===== src/rtl/i2c_reg_arbiter.sv =====
// i2c_reg_arbiter
// Shared register bank with a round-robin arbiter between the I2C slave
// register port and the local host port. Every access is serialised through
// a single serve slot (IDLE -> SERVE -> ACK), so the two ports can never
// touch the bank in the same cycle.
//
// Ports:
//   clk_i, reset_i               clock (rising edge), async active-low reset
//   i2c_req_i/we_i/addr_i/wdata_i  I2C-side request (held until ack)
//   i2c_ack_o, i2c_rdata_o         I2C completion pulse and read data
//   host_req_i/we_i/addr_i/wdata_i host-side request (held until ack)
//   host_ack_o, host_rdata_o       host completion pulse and read data
//   data_o                         whole bank, word k at [8k+7:8k]
//   busy_o                         high while in SERVE or ACK
module i2c_reg_arbiter #(
  parameter int NOF_DATA_WORDS   = 2,
  parameter int NOF_ADDRESS_BITS = 1
) (
  input  logic                          clk_i,
  input  logic                          reset_i,
  input  logic                          i2c_req_i,
  input  logic                          i2c_we_i,
  input  logic [NOF_ADDRESS_BITS-1:0]   i2c_addr_i,
  input  logic [7:0]                    i2c_wdata_i,
  output logic                          i2c_ack_o,
  output logic [7:0]                    i2c_rdata_o,
  input  logic                          host_req_i,
  input  logic                          host_we_i,
  input  logic [NOF_ADDRESS_BITS-1:0]   host_addr_i,
  input  logic [7:0]                    host_wdata_i,
  output logic                          host_ack_o,
  output logic [7:0]                    host_rdata_o,
  output logic [8*NOF_DATA_WORDS-1:0]   data_o,
  output logic                          busy_o
);

  typedef enum logic [1:0] {
    IDLE  = 2'd0,
    SERVE = 2'd1,
    ACK   = 2'd2
  } state_t;

  localparam logic GRANT_I2C  = 1'b0;
  localparam logic GRANT_HOST = 1'b1;

  state_t                        state_r;
  state_t                        state_next_s;
  logic                          start_s;
  logic                          winner_s;
  logic                          grant_r;
  logic                          last_grant_r;
  logic                          we_r;
  logic [NOF_ADDRESS_BITS-1:0]   addr_r;
  logic [7:0]                    wdata_r;
  logic [7:0]                    rd_word_s;
  logic [7:0]                    bank_r [NOF_DATA_WORDS];
  logic                          i2c_ack_r;
  logic                          host_ack_r;
  logic [7:0]                    i2c_rdata_r;
  logic [7:0]                    host_rdata_r;
  logic                          busy_r;

  // State register.
  always_ff @(posedge clk_i or negedge reset_i) begin
    if (!reset_i) begin
      state_r <= IDLE;
    end else begin
      state_r <= state_next_s;
    end
  end

  // Next state and arbitration: on a tie the port that was not granted last wins.
  always_comb begin
    state_next_s = state_r;
    start_s      = 1'b0;
    winner_s     = GRANT_I2C;
    case (state_r)
      IDLE: begin
        if (i2c_req_i && host_req_i) begin
          start_s      = 1'b1;
          winner_s     = (last_grant_r == GRANT_HOST) ? GRANT_I2C : GRANT_HOST;
          state_next_s = SERVE;
        end else if (i2c_req_i) begin
          start_s      = 1'b1;
          winner_s     = GRANT_I2C;
          state_next_s = SERVE;
        end else if (host_req_i) begin
          start_s      = 1'b1;
          winner_s     = GRANT_HOST;
          state_next_s = SERVE;
        end else begin
          state_next_s = IDLE;
        end
      end
      SERVE:   state_next_s = ACK;
      ACK:     state_next_s = IDLE;
      default: state_next_s = IDLE;
    endcase
  end

  // Read mux; addresses with no backing word read as zero.
  always_comb begin
    rd_word_s = 8'h00;
    for (int k = 0; k < NOF_DATA_WORDS; k++) begin
      if (addr_r == NOF_ADDRESS_BITS'(k)) begin
        rd_word_s = bank_r[k];
      end else begin
        rd_word_s = rd_word_s;
      end
    end
  end

  // Register bank; out-of-range writes match no word and are dropped.
  always_ff @(posedge clk_i or negedge reset_i) begin
    if (!reset_i) begin
      for (int k = 0; k < NOF_DATA_WORDS; k++) begin
        bank_r[k] <= 8'h00;
      end
    end else if ((state_r == SERVE) && we_r) begin
      for (int k = 0; k < NOF_DATA_WORDS; k++) begin
        if (addr_r == NOF_ADDRESS_BITS'(k)) begin
          bank_r[k] <= wdata_r;
        end
      end
    end
  end

  // Transaction latch, grant history, read data, acks and busy flag.
  always_ff @(posedge clk_i or negedge reset_i) begin
    if (!reset_i) begin
      grant_r      <= GRANT_I2C;
      last_grant_r <= GRANT_HOST;
      we_r         <= 1'b0;
      addr_r       <= '0;
      wdata_r      <= 8'h00;
      i2c_rdata_r  <= 8'h00;
      host_rdata_r <= 8'h00;
      i2c_ack_r    <= 1'b0;
      host_ack_r   <= 1'b0;
      busy_r       <= 1'b0;
    end else begin
      if (start_s) begin
        grant_r      <= winner_s;
        last_grant_r <= winner_s;
        we_r         <= (winner_s == GRANT_HOST) ? host_we_i    : i2c_we_i;
        addr_r       <= (winner_s == GRANT_HOST) ? host_addr_i  : i2c_addr_i;
        wdata_r      <= (winner_s == GRANT_HOST) ? host_wdata_i : i2c_wdata_i;
      end
      if ((state_r == SERVE) && !we_r) begin
        if (grant_r == GRANT_HOST) begin
          host_rdata_r <= rd_word_s;
        end else begin
          i2c_rdata_r  <= rd_word_s;
        end
      end
      // Acks are set on leaving SERVE so they are high exactly in ACK.
      i2c_ack_r  <= (state_r == SERVE) && (grant_r == GRANT_I2C);
      host_ack_r <= (state_r == SERVE) && (grant_r == GRANT_HOST);
      busy_r     <= (state_next_s != IDLE);
    end
  end

  genvar g;
  generate
    for (g = 0; g < NOF_DATA_WORDS; g++) begin : g_flat
      assign data_o[8*g +: 8] = bank_r[g];
    end
  endgenerate

  assign i2c_ack_o    = i2c_ack_r;
  assign host_ack_o   = host_ack_r;
  assign i2c_rdata_o  = i2c_rdata_r;
  assign host_rdata_o = host_rdata_r;
  assign busy_o       = busy_r;

endmodule


===== config.mk =====
export PLATFORM = sky130hd
export DESIGN_NAME = i2c_reg_arbiter
export DESIGN_NICKNAME = d
export VERILOG_FILES = /design/src/rtl/i2c_reg_arbiter.sv
export SDC_FILE = /design/constraint.sdc
export NUM_CORES = 1
export LEC_CHECK = 0
export CORE_MARGIN = 5
export CORE_UTILIZATION = 30
export DETAILED_ROUTE_END_ITERATION = 6
export PLACE_DENSITY = 0.63
export SYNTH_ARGS = -nofsm -noshare
export SYNTH_HDL_FRONTEND = slang
export SYNTH_SLANG_ARGS = --single-unit
export TNS_END_PERCENT = 5

===== constraint.sdc =====
create_clock -name clk_i -period 2.2 [get_ports clk_i]
set_input_delay 0.33 -clock clk_i [delete_from_list [all_inputs] [get_ports clk_i]]
set_output_delay 0.33 -clock clk_i [all_outputs]
set_load 0.005 [all_outputs]

# Word-level counts from Yosys, hierarchy flattened
# Cells that the tools add are included.
# Widths: inputs -> output; s select.
dict set report word_totals {
  reg_bits 49
}
dict set report classes {
  n_eq_ne 1
  n_mux 16
  bitwise_logic 2
  reduce_logical 12
}
# op n
set ops {}
lappend ops {{$mux 8} 2}
lappend ops {{$mux 1} 13}
lappend ops {{$reduce_and 2->1} 4}
lappend ops {{$logic_and 1x1->1} 5}
lappend ops {{$pmux 2 s2} 1}
lappend ops {{$eq 2x1->1 const B} 1}
lappend ops {{$logic_not 2->1} 1}
lappend ops {{$not 1->1} 2}
lappend ops {{$reduce_bool 2->1} 1}
lappend ops {{$logic_not 1->1} 1}

# Depth between registers and ports, before layout
dict set report logic_depth {
  depth_word 5
  mapped_depth 5
  ltp_nobuf 4
}

# Worst setup path after synthesis
# Ideal clock, no wire load.
dict set report synth_timing {
  path_type {register -> register}
  from {reg state_r[1]}
  to {reg bank_r, in the netlist data_o[0]}
  arrival_time_ps 1302
  t_required_ps 2075
  setup_slack_ps 774
  stages_incl_launch_ff 4
  path_cell_list {dfrtp_1 nand2b_4 nor3b_4 mux2_2}
}
dict set report synth_via {
  elab_chain_len 3
}
# element line_no
set synth_rtl {}
lappend synth_rtl {{from (decl)} 46} ;# state_t state_r;
lappend synth_rtl {{from (signal assigned)} 68} ;# state_r <= state_next_s;
lappend synth_rtl {{$eq 2x1->1} 119} ;# end else if ((state_r == SERVE) && we_r) begin
lappend synth_rtl {{$logic_and 1x1->1} 119}
lappend synth_rtl {{$reduce_and 2->1 (no source line)} -}
lappend synth_rtl {{to (signal, indexed assignment)} 122} ;# bank_r[k] <= wdata_r;
lappend synth_rtl {{to (decl)} 56} ;# logic [7:0] bank_r [NOF_DATA_WORDS];
# No other way between the ends.
# A chain may end at the register's enable or synchronous reset.

# Worst setup path in the final report
dict set report layout_timing {
  from {reg state_r[1]}
  to {reg bank_r, in the netlist data_o[1]}
}
# Same word-level chain as after synthesis.

==> run summary <==
library cell contributing the largest single delay on the critical path - dfrtp_1
ratio of final minimum period to clock period - 72.37%
vias post-DR - 1457
global-route wire length before repair - 7500 um
Iteration-0 DRC Markers - 39
number of antenna violations at the first check in global routing - 0
Resize count post-CTS - 0
Max Root-Sink Buffers - 2
worst r2r dst - data_o[1]$_DFFE_PN0P_
highest net fanout along the worst path - 8
synthesis warning total - 0
number of distinct standard cells referenced by the synthesized netlist - 28
fillers - 667
maximum single-stage delay on the critical path - 0.45 ns
critical path required time - 2.38 ns
Net Count, Synth - 193
number of sinks driven by the clock tree - 49
cell depth of the worst flop-to-flop path - 3
total global routing overflow - 0
commonest cells after routing, fill and taps aside - 57 x clkdlybuf4s50_1, 48 x dfrtp_1, 27 x nor2_1, 24 x a21oi_1, 16 x mux2_2
EDFF count, synth - 0
# setup viols final - 0
post-layout total power - 4.092 mW
Worst R2R Setup Slack - 0.61 ns
max_cap viols - 0
routed wire length - 4494 um
gpl congestion - 0.7693
synthesized area - 2043 um^2
xor/xnor share of the synthesized area - 0%
Initial Utilization - 30.41%
run status - completed
power density relative to cell area - 1444 nW/um^2
timing-limited maximum frequency - 628.1 MHz
largest voltage drop on the vdd net - 0.5081 mV
synthesized netlist cell count - 169
top_reg_cell synth - dfrtp_1
post-layout net count - 256
core footprint - 6719 um^2
min cycle time layout - 1.592 ns
compound-cell area share of the yosys netlist - 15.06%
final-report hold violation count - 0
type of origin of the critical path - flip-flop
Core Rows - 30
register area share after synthesis - 60.07%
area growth from synthesis to final layout - 38.70%
fraction of layout cells with a size suffix above 1 - 17.17%
clock transition at the registers of the reported paths - 0.09 ns
commonest non-fill, non-tap cell in the layout - clkdlybuf4s50_1
ports placed on the boundary - 59
CTS tree - yes
via density per instance - 4.655
Reg2Reg Launch Point - state_r[1]$_DFF_PN0_
floorplan die height - 92.53 um
dominant combinational cell family by area after synthesis - compound AO/OA/AOI/OAI gates
Post-Synth Simple-Gate Area - 9.920%
worst skew pair latency - 0.30 ns
PortBufs - 58
Syn Area/Cell - 12.09 um^2
total of flip-flops plus latches after synthesis - 49
worst hold path class - in2async
global-route usage over all layers - 11.24%
setup fix buffers added after clock tree synthesis - 0
final antenna-violating net count - 0
placed standard-cell area - 2711 um^2
total leakage power - 1.202 nW
CTS buffer count - 5
Worst EP arrival - 1.78 ns
kind of end point of the critical path - flip-flop
RSZ-0062 raised after global routing - false
drt wl/cell - 14.36 um
cells along the critical path - nand2b_4 > nor3b_4 > mux2_2
post-route cell area - 2834 um^2
slew at the pin closest to its max-slew limit - 0.5267 ns
number of DRC violations after detailed routing - 0
Antenna Diode Count - 0
total count of max-transition violations in the final report - 0
share of synthesized area spent on multiplexers - 12.74%
root buffer cell - clkbuf_8
H-tree Lvls - 2
Worst slew margin - 64.76%
setup_tns - 0 ns
via count of the first global-routing pass - 1467
pin count of the biggest net entering global routing - 29
category of the critical setup timing path - reg2reg
async set-or-reset flop fraction in the synthesized netlist - 100.0%
first drt pass iteration count - 4
post-route clock skew - 0.009945 ns
Die Outline Area - 8561 um^2
buffering stage count on the worst path with inverters included - 0
post-synthesis adder-cell area fraction - 0%
post-layout utilization of the core - 42.18%
floorplan die width - 92.53 um
gate family responsible for the most delay along the worst path - simple AND/OR/NAND/NOR gates
-- state kept, by name, indices dropped and copies added, names as in the netlist, 2 cells and up --
signal / flops
host_rdata_o: 8
i2c_rdata_o: 8
wdata_r: 8
state_r: 2
data_o: 16
-- cells in the mapped netlist, types with 2 or more instances --
library cell,number,area [um^2]
a211oi_1,2,15.01
dfrtp_1,48,1201
mux2i_1,8,80.08
a21o_1,2,15.01
inv_1,2,7.510
a2bb2oi_1,2,17.52
mux2_2,16,180.2
o21ai_0,10,50.05
o31ai_1,8,60.06
clkbuf_1,2,7.510
buf_4,2,15.01
nor2_1,27,101.4
a21oi_1,24,120.1
buf_2,2,10.01
-- routing by layer --
| metal | up-vias | GRT usage (%) | share of wire [%] | routed length, um |
|---|---|---|---|---|
| met1 | 665 | 14.97 | 47 | 2121 |
| met2 | 57 | 17.46 | 44 | 1988 |
| met4 | 0 | 3.342 | 0.85 | 38 |
| met3 | 4 | 3.574 | 7.7 | 345 |
| li1 | 731 | - | - | - |
| met5 | - | 0 | 0 | 0 |
-- report_power, final --
group / leakage, nW / switching, mW / internal, mW
clock network: 0.0585 / 0.303 / 0.341
logic: 0.555 / 0.713 / 1.05
registers: 0.589 / 0.333 / 1.35
total: 1.20 / 1.35 / 2.74
-- timing repair --
action,4_1_cts,5_1_grt
endpoints found under the setup margin,0,0
hold endpoints to repair,17,0
hold buffers,1,0
-- worst max path at each step --
stage / from / end / slack [ns] / cells past startpoint
finish: state_r[1]$_DFF_PN0_ / data_o[1]$_DFFE_PN0P_ / 0.61 / 3
CTS: state_r[1]$_DFF_PN0_ / data_o[3]$_DFFE_PN0P_ / 0.57 / 3
global placement: host_req_i / wdata_r[5]$_DFFE_PN0P_ / 0.51 / 4
global route: state_r[1]$_DFF_PN0_ / data_o[7]$_DFFE_PN0P_ / 0.53 / 3
detailed placement: host_req_i / wdata_r[3]$_DFFE_PN0P_ / 0.48 / 4
floorplan: state_r[1]$_DFF_PN0_ / data_o[0]$_DFFE_PN0P_ / 0.77 / 3
-- cell type report --
type | count | area (um^2) | share of cell area, %
repair buffers | 63 | 615.6 | 21.72
inverters | 2 | 7.507 | 0.2649
well taps | 80 | 100.1 | 3.532
multi-input cells | 111 | 770.7 | 27.20
flip-flops and latches | 49 | 1227 | 43.31
clock buffers | 5 | 68.82 | 2.428
clock inverters | 3 | 43.79 | 1.545
-- cell families (layout without fill, tap and decap cells) --
family	after synthesis	count (layout)
AOI/OAI and AO/OA	51	51
DFF	49	49
and+or+nand+nor	36	36
muxes	24	24
buffers and inverters	9	73
-- tightest hold or removal path, cell delays in order --
cell and delay, ns:
dlygate4sd3_1 0.52, buf_2 0.11, buf_4 0.26
-- stage by stage --
stage	hold slack, ns	worst slack (ns)	std cells
CTS	0.5344	0.5722	313
global route	0.5484	0.5273	313
detailed placement	0.3262	0.4817	304
finish	0.5257	0.6079	313
global placement	0.3227	0.5076	304
floorplan	0.03441	0.7736	169
(Power assumes the default switching activity.)
